### config.mk
export PLATFORM = sky130hd
export DESIGN_NAME = serial_subtractor
export DESIGN_NICKNAME = d
export VERILOG_FILES = /design/src/rtl/serial_subtractor_pkg.sv /design/src/rtl/serial_subtractor_full_subtractor.sv /design/src/rtl/serial_subtractor.sv
export SDC_FILE = /design/constraint.sdc
export NUM_CORES = 1
export LEC_CHECK = 0
export ABC_AREA = 0
export BUFFER_PORTS_ARGS = -buffer_cell sky130_fd_sc_hd__buf_2
export CAP_MARGIN = 30
export CORE_UTILIZATION = 40
export CTS_BUF_LIST = sky130_fd_sc_hd__clkbuf_8
export DETAILED_ROUTE_END_ITERATION = 6
export REMOVE_ABC_BUFFERS = 1
export SYNTH_ARGS = -nofsm -noshare
export SYNTH_HDL_FRONTEND = slang
export SYNTH_HIERARCHICAL = 1
export SYNTH_SLANG_ARGS = --single-unit
### constraint.sdc
create_clock -name clk -period 1.27 [get_ports clk]
set_input_delay 0 -clock clk [delete_from_list [all_inputs] [get_ports clk]]
set_output_delay 0 -clock clk [all_outputs]
set_load 0.05 [all_outputs]
### src/rtl/serial_subtractor_pkg.sv
`default_nettype none
// ============================================================================
// Module   : serial_subtractor_pkg
// Purpose  : Shared definitions for the bit-serial subtractor.
//            - FSM state encoding (IDLE / RUN / DONE).
//            - Bit-counter width helper.
// Ports    : none (package)
// Revision : 1.0 - initial release
// ============================================================================
package serial_subtractor_pkg;

  // FSM state encoding, 2 bits wide
  localparam logic [1:0] ST_IDLE = 2'd0;
  localparam logic [1:0] ST_RUN  = 2'd1;
  localparam logic [1:0] ST_DONE = 2'd2;

  // Ceiling log2 for small positive values (operand widths are at most 32).
  // The loop stops at 30 so that the shifted probe never turns negative.
  function automatic int clog2(input int value);
    int result;
    result = 0;
    for (int i = 0; i < 31; i++) begin
      if ((1 << i) < value) begin
        result = i + 1;
      end
    end
    return result;
  endfunction

  // Width of the bit counter.  It only has to reach WIDTH-1, but sizing it
  // for WIDTH+1 values keeps the WIDTH=2^n cases comfortably in range.
  function automatic int cnt_width(input int width);
    return clog2(width + 1);
  endfunction

endpackage : serial_subtractor_pkg
`default_nettype wire

### src/rtl/serial_subtractor_full_subtractor.sv
`default_nettype none
// ============================================================================
// Module   : full_subtractor
// Purpose  : Single-bit combinational full subtractor, x - y - bi.
// Ports    : x  (in)  minuend bit
//            y  (in)  subtrahend bit
//            bi (in)  borrow in
//            d  (out) difference bit
//            bo (out) borrow out
// Revision : 1.0 - initial release
// ============================================================================
module full_subtractor (
  input  logic x,
  input  logic y,
  input  logic bi,
  output logic d,
  output logic bo
);

  logic w_xy;

  assign w_xy = x ^ y;
  assign d    = w_xy ^ bi;
  // Borrow when y exceeds x outright, or when x==y and a borrow is pending.
  assign bo   = (~x & y) | (~w_xy & bi);

endmodule : full_subtractor
`default_nettype wire

### src/rtl/serial_subtractor.sv
`default_nettype none
// ============================================================================
// Module   : serial_subtractor
// Purpose  : Bit-serial unsigned subtractor, LSB first, one bit per clock.
//            diff = (a - b - bin) mod 2^WIDTH, bout = (a < b + bin).
// Ports    : clk   (in)  rising-edge clock
//            rst_n (in)  asynchronous active-low reset
//            start (in)  request, honoured in IDLE or DONE
//            a     (in)  minuend, WIDTH bits
//            b     (in)  subtrahend, WIDTH bits
//            bin   (in)  borrow in
//            busy  (out) subtraction in progress
//            done  (out) one-cycle pulse, diff/bout valid
//            diff  (out) result, held until next accept or reset
//            bout  (out) borrow out, held like diff
// Revision : 1.0 - initial release
// ============================================================================
module serial_subtractor
  import serial_subtractor_pkg::*;
#(
  parameter int WIDTH = 8
) (
  input  logic             clk,
  input  logic             rst_n,
  input  logic             start,
  input  logic [WIDTH-1:0] a,
  input  logic [WIDTH-1:0] b,
  input  logic             bin,
  output logic             busy,
  output logic             done,
  output logic [WIDTH-1:0] diff,
  output logic             bout
);

  localparam int CNT_W = cnt_width(WIDTH);
  localparam logic [CNT_W-1:0] LAST_BIT = CNT_W'(WIDTH - 1);

  logic [1:0]       r_state;
  logic [WIDTH-1:0] r_a_sh;
  logic [WIDTH-1:0] r_b_sh;
  logic             r_bi;
  logic [CNT_W-1:0] r_cnt;
  logic [WIDTH-1:0] r_diff;
  logic             r_bout;

  logic w_d;
  logic w_bo;
  logic w_accept;

  // The one shared arithmetic cell; it always looks at the current LSBs.
  full_subtractor u_cell (
    .x  (r_a_sh[0]),
    .y  (r_b_sh[0]),
    .bi (r_bi),
    .d  (w_d),
    .bo (w_bo)
  );

  // A new request is taken in IDLE and also in DONE, which gives
  // back-to-back operation with no idle bubble.
  assign w_accept = start && ((r_state == ST_IDLE) || (r_state == ST_DONE));

  always_ff @(posedge clk or negedge rst_n) begin
    if (!rst_n) begin
      r_state <= ST_IDLE;
      r_a_sh  <= '0;
      r_b_sh  <= '0;
      r_bi    <= 1'b0;
      r_cnt   <= '0;
      r_diff  <= '0;
      r_bout  <= 1'b0;
    end else begin
      case (r_state)
        ST_IDLE, ST_DONE: begin
          if (w_accept) begin
            r_a_sh  <= a;
            r_b_sh  <= b;
            r_bi    <= bin;
            r_cnt   <= '0;
            r_diff  <= '0;
            r_bout  <= 1'b0;
            r_state <= ST_RUN;
          end else begin
            r_state <= ST_IDLE;
          end
        end

        ST_RUN: begin
          // Difference bits enter at the MSB; after WIDTH shifts the first
          // bit computed has walked down to bit 0.
          r_diff <= {w_d, r_diff[WIDTH-1:1]};
          r_bi   <= w_bo;
          r_a_sh <= {1'b0, r_a_sh[WIDTH-1:1]};
          r_b_sh <= {1'b0, r_b_sh[WIDTH-1:1]};
          r_cnt  <= r_cnt + 1'b1;
          if (r_cnt == LAST_BIT) begin
            r_bout  <= w_bo;
            r_state <= ST_DONE;
          end
        end

        default: begin
          r_state <= ST_IDLE;
        end
      endcase
    end
  end

  // Status flags decode straight from the state register, so busy and done
  // can never be high together.
  assign busy = (r_state == ST_RUN);
  assign done = (r_state == ST_DONE);
  assign diff = r_diff;
  assign bout = r_bout;

endmodule : serial_subtractor
`default_nettype wire
# [Word-level counts from Yosys, hierarchy flattened]
# Cells that the tools add are included.
# W data, S select, Z words.
[totals] regBits=32 input_bits=20 output_inout_bits=11 elab_cells=43
[op_classes] add_sub_neg=1 eq_ne=5 n_mux=16 bitwise_logic=7 n_reduce_logical=7
[op_table] cell="$pmux W8 S2" count=3
[op_table] cell="$mux W8" count=3
[op_table] cell="$pmux W4 S2" count=1
[op_table] cell="$add A4 B1 Y4 const B" count=1
[op_table] cell="$eq A4 B3 Y1 const B" count=1
[op_table] cell="$mux W1" count=4
[op_table] cell="$mux W4" count=1
[op_table] cell="$pmux W1 S2" count=2
[op_table] cell="$pmux W2 S2" count=1
[op_table] cell="$reduce_and A3 Y1" count=1
[op_table] cell="$and A1 B1 Y1" count=2
[op_table] cell="$eq A2 B1 Y1 const B" count=1
[op_table] cell="$eq A2 B2 Y1 const B" count=1
[op_table] cell="$logic_not A2 Y1" count=1
[op_table] cell="$mux W2" count=1
[op_table] cell="$ne A2 B1 Y1 const B" count=1
[op_table] cell="$ne A2 B2 Y1 const B" count=1
[op_table] cell="$not A1 Y1" count=2
[op_table] cell="$reduce_and A2 Y1" count=1
[op_table] cell="$reduce_bool A2 Y1" count=1
[op_table] cell="$reduce_or A2 Y1" count=1
[op_table] cell="$xor A1 B1 Y1" count=2
[op_table] cell="$logic_and A1 B1 Y1" count=1
[op_table] cell="$logic_or A1 B1 Y1" count=1
[op_table] cell="$or A1 B1 Y1" count=1

# [Logic depth before layout (Yosys ltp)]
[depth] word_depth=6 ltp_mapped=6 depth_no_buf=5

# [By module]
# The synthesis kept the hierarchy.
[by_module_without_submodules] module="serial_subtractor" n_inst=1 cells_per_inst=120 area_each_um2=1363.8 seq_area_each_um2=800.8
[by_module_without_submodules] module="full_subtractor" n_inst=1 cells_per_inst=4 area_each_um2=31.3 seq_area_each_um2=0.0

# [Worst setup path after synthesis]
# No wires, ideal clock.
[synth_timing] path_type="register to register" from="register r_state[0]" to="register r_a_sh[0]" setup_time_ps=124 arrival_time_ps=1046 required_ps=1146 path_slack_ps=100 stages_incl_launch_ff=7 n_path_buf=2 synth_period_minus_slack_ps=1170 path_cell_list="dfrtp_1 -> nand2b_2 -> inv_2 -> buf_6 -> buf_6 -> a22oi_1 -> nand2_1"
[synth_via] word_cells_on_any_way=10 cone_classes="eq/ne (3); mux (1); reduce/logical (6)"
[synth_lines] element="start, declared" line_no="serial_subtractor.sv:38" rtl="logic [1:0] r_state;"
[synth_lines] element="start signal, assigned" line_no="serial_subtractor.sv:65" rtl="r_state <= ST_IDLE;"
[synth_lines] element="start signal, assigned" line_no="serial_subtractor.sv:82" rtl="r_state <= ST_RUN;"
[synth_lines] element="start signal, assigned" line_no="serial_subtractor.sv:84" rtl="r_state <= ST_IDLE;"
[synth_lines] element="$eq A2 B1 Y1 (*)"
[synth_lines] element="via busy" line_no="serial_subtractor.sv:29" rtl="output logic busy,"
[synth_lines] element="$reduce_bool A2 Y1 (no line)"
[synth_lines] element="$reduce_and A2 Y1 (no line)"
[synth_lines] element="end signal, assigned" line_no="serial_subtractor.sv:93" rtl="r_a_sh <= {1'b0, r_a_sh[WIDTH-1:1]};"
[synth_lines] element="end, declared" line_no="serial_subtractor.sv:39" rtl="logic [WIDTH-1:0] r_a_sh;"
# The timed path passes the listed nets; every way through them passes the cells marked *.
# A chain may end at the register's enable or synchronous reset.

# [Final worst setup path]
[layout_timing] from="register r_state[0]" to="register r_bi"
[layout_via] elab_chain_cells=5 word_cells_on_any_way=10 cone_classes="eq/ne (3); mux (1); reduce/logical (6)"
[layout_lines] element="$eq A2 B2 Y1 / $logic_not A2 Y1 (equally long branches)" line_no="serial_subtractor.sv:61, serial_subtractor.sv:73"
[layout_lines] element="$logic_or A1 B1 Y1" line_no="serial_subtractor.sv:61" rtl="assign w_accept = start && ((r_state == ST_IDLE) || (r_state == ST_DONE));"
[layout_lines] element="$logic_and A1 B1 Y1" line_no="serial_subtractor.sv:61"
[layout_lines] element="$ne A2 B2 Y1 (no line)"
[layout_lines] element="$reduce_and A2 Y1 (no line)"
[layout_lines] element="end signal, assigned" line_no="serial_subtractor.sv:78" rtl="r_bi <= bin;"
[layout_lines] element="end signal, assigned" line_no="serial_subtractor.sv:92" rtl="r_bi <= w_bo;"
[layout_lines] element="end, declared" line_no="serial_subtractor.sv:41" rtl="logic r_bi;"
# Parallel ways exist; a longest one is shown, timed or not.

==> summary.txt <==
Outcome
  – Status: finished, final reports clean

Clock network
  – Clk_lat worst skew: 0.29 ns
  – H-tree Lvls: 2
  – CTS tree: built
  – Clock root buffer: clkbuf_8
  – TritonCTS buffer count: 5
  – Sink Count: 32
  – Clk buf depth: 2
  – Clock slew at reported path FFs: 0.07 ns

STA
  – Sum Neg Setup Slack: 0 ns
  – Final setup viols: 0
  – RSZ-0062 raised after global routing: yes
  – Count of final hold-check violations: 0
  – Slew margin rel.: 71.1%
  – Worst Skew: 0.0105 ns
  – Final Critical Period: ~1.2 ns
  – Final Slew Violations: 0
  – Worst Hold Margin: 0.167 ns
  – Final period util: 97.7%
  – Worst-Margin Slew: 0.433 ns
  – Fmax: 806 MHz

Setup path
  – CP Capture Type: flop
  – RR Endpoint: r_bi
  – FF-to-FF Start: r_state[0]
  – Worst EP arrival: roughly 1.4 ns
  – Setup Crit Path Kind: reg -> reg
  – Setup crit start kind: flop
  – Maximum net fanout on the critical path: 9
  – Critical path required time: roughly 1.5 ns
  – Worst Setup SP: r_state[0]
  – Critical Path Sink: r_bi
  – R2r worst-path depth: 4
  – Max stage delay on crit path: 0.42 ns
  – R2r setup slk: 0.03 ns
  – Critical path's slowest cell: dfrtp_1
  – Crit-path cells: nor2b_1 > buf_4 > nand2_1 > a31oi_1

Global routing
  – Vias in the first global route: 1085
  – Congestion Overflow GR: 0
  – Global-route wire length before repair: 4790 microns
  – Antenna violations before repair: 0
  – Pin count of the biggest net entering global routing: 33
  – All-Layer GR Usage: between 10% and 20%

Power
  – Sw Share: between 40% and 50%
  – Psw: slightly above 2 mW
  – Combinational power share: 49.0%
  – VDD IR-drop max: 1.14 mV
  – Power Internal: roughly 3 mW
  – Clock power frac: 15.6%
  – Reg power frac: 35.4%
  – PD cells: 2550 nW/um^2
  – Leakage: 0.980 nW

Placed design
  – Final RePlAce weighted congestion: between 0.7 and 0.8
  – Port buffer count: 30
  – Placed wire-length estimate: 1890 microns

Finish
  – Number of fill cells: 296
  – Ant diodes: 0
  – Area grow syn2layout: 39.5%
  – Share of layout cells above drive strength 1: between 20% and 30%
  – Final net count: 203

Die
  – Row cnt: 21
  – Initial cell density of the core: between 40% and 50%
  – Die width: 61.1 microns
  – Core area: 3340 sq um
  – Die outline height: 61.1 microns
  – Die Area: 3730 sq um
  – Top-Level Pins: 31

Drt
  – DRC viols: 0
  – Drt initial violations: between 70 and 80
  – Antenna Nets Post-Route: 0
  – Via Count: about 1100
  – Drt pass-1 iters: 4
  – Vias per cell: between 4 and 5
  – Routed WL: 2960 microns
  – Drt wl/cell: roughly 13 microns

Worst hold path
  – Min-Delay Path Class: in -> reg
  – Hold Path Stages: 4

Synth
  – Syn_area_per_cell: about 11 sq um
  – Leading area contributor after synthesis: dfrtp_1
  – Syn Inst Count: 124
  – Sequential cell area fraction in the yosys report: 57.4%
  – Mapped cell area: 1400 sq um
  – Synth Register Bits: 32
  – Top cells by count, synth: dfrtp_1 (32), nand2_1 (18), nand3_1 (16)
  – Yosys warning total: 6
  – Share of the synthesized area in the top cell type: 57.4%
  – Most frequent cell after synthesis: dfrtp_1
  – Synth cell types: 24
  – Post-synth top flop: dfrtp_1
  – Post-synth ARST share: between 90% and 100%
  – EDFF count, synth: 0
  – Synth top area cells: dfrtp_1 (57%), a22oi_1 (7.5%), a22o_1 (7.5%)

Run
  – Max_cap viols: 0
area by class of cell:
cell class              count  area, sq um  area share, %
flip-flops and latches     32          801           41.2
repair buffers             60          480           24.7
clock buffers               5         68.8           3.54
well taps                  46         57.6           2.96
clock inverters             3         18.8          0.965
inverters                   4         15.0          0.772
multi-input cells          78          504           25.9
routing by layer:
layer	wire length (microns)	track usage, %	up-vias	share of wire [%]
li1	-	-	553	-
met1	1370	21.9	554	46
met2	1450	29.8	23	49
met3	94	5.67	4	3.2
met4	41	9.74	0	1.4
met5	0	0	-	0
per-stage QoR:
step           total power [mW]  setup slack, ns  area, sq um  cells  utilization (%)
4_1_cts                    4.96           0.0190         1930    227             57.9
6_report                   4.97           0.0297         1950    228             58.3
5_1_grt                    5.32          -0.0559         1950    228             58.3
2_1_floorplan              3.21           -0.391         1310    114                -
3_5_place_dp               3.87           0.0493         1590    198             47.7
3_3_place_gp               3.82           0.0691         1590    198             47.7
repair_timing:
item / CTS / global route
setup buffers: 3 / 1
resized for setup: 6 / 2
pin swaps: 0 / 2
endpoints found under the setup margin: 1 / 21
hold endpoints to repair: 49 / 0
hold buffers: 18 / 0
flip-flops by register name (all words and copies together) (netlist names):
name	cells
bout	1
diff	8
r_a_sh	8
r_b_sh	8
r_bi	1
r_cnt	4
r_state	2
layout by cell type (no fill, tap or decap), types with 3 or more instances in the layout:
cell type and n:
buf_4 8, inv_1 3, nor2b_1 3, clkbuf_8 5
a22oi_1 14, dfrtp_1 32, dlygate4sd3_1 18, a22o_1 12
nand2_1 18, buf_12 4, buf_2 29, nand3_1 16
kinds of logic (layout without fill, tap and decap cells):
| family | Yosys count | after routing | share of synthesized area [%] |
|---|---|---|---|
| and+or+nand+nor | 44 | 44 | 15.2 |
| DFF | 32 | 32 | 57.4 |
| AOI/OAI and AO/OA | 30 | 30 | 16.6 |
| buffers and inverters | 14 | 72 | 6.99 |
| adders and majority gates | 2 | 2 | 2.33 |
| muxes | 2 | 2 | 1.44 |
worst max-delay path: cells and delay by family, from the launching register on:
kind            cells  cell delay, ns
flops               1            0.42
simple gates        2            0.36
buf+inv             1            0.24
compound gates      1            0.14
power by group through the flow:
stage / Sequential (mW) / Clock, mW / Combinational (mW)
2_1_floorplan: 2.12 / 0 / 1.10
3_3_place_gp: 1.75 / 0 / 2.07
3_5_place_dp: 1.77 / 0 / 2.10
4_1_cts: 1.75 / 0.787 / 2.42
5_1_grt: 1.82 / 0.826 / 2.68
6_report: 1.76 / 0.773 / 2.44
how the worst min path moves through the flow:
stage | from | endpoint
2_1_floorplan | rst_n | bout
3_3_place_gp | rst_n | r_bi
3_5_place_dp | rst_n | diff[5]
4_1_cts | start | r_state[0]
5_1_grt | start | r_state[0]
6_report | start | r_state[0]
No activity file was read; power rests on OpenSTA's default activity.
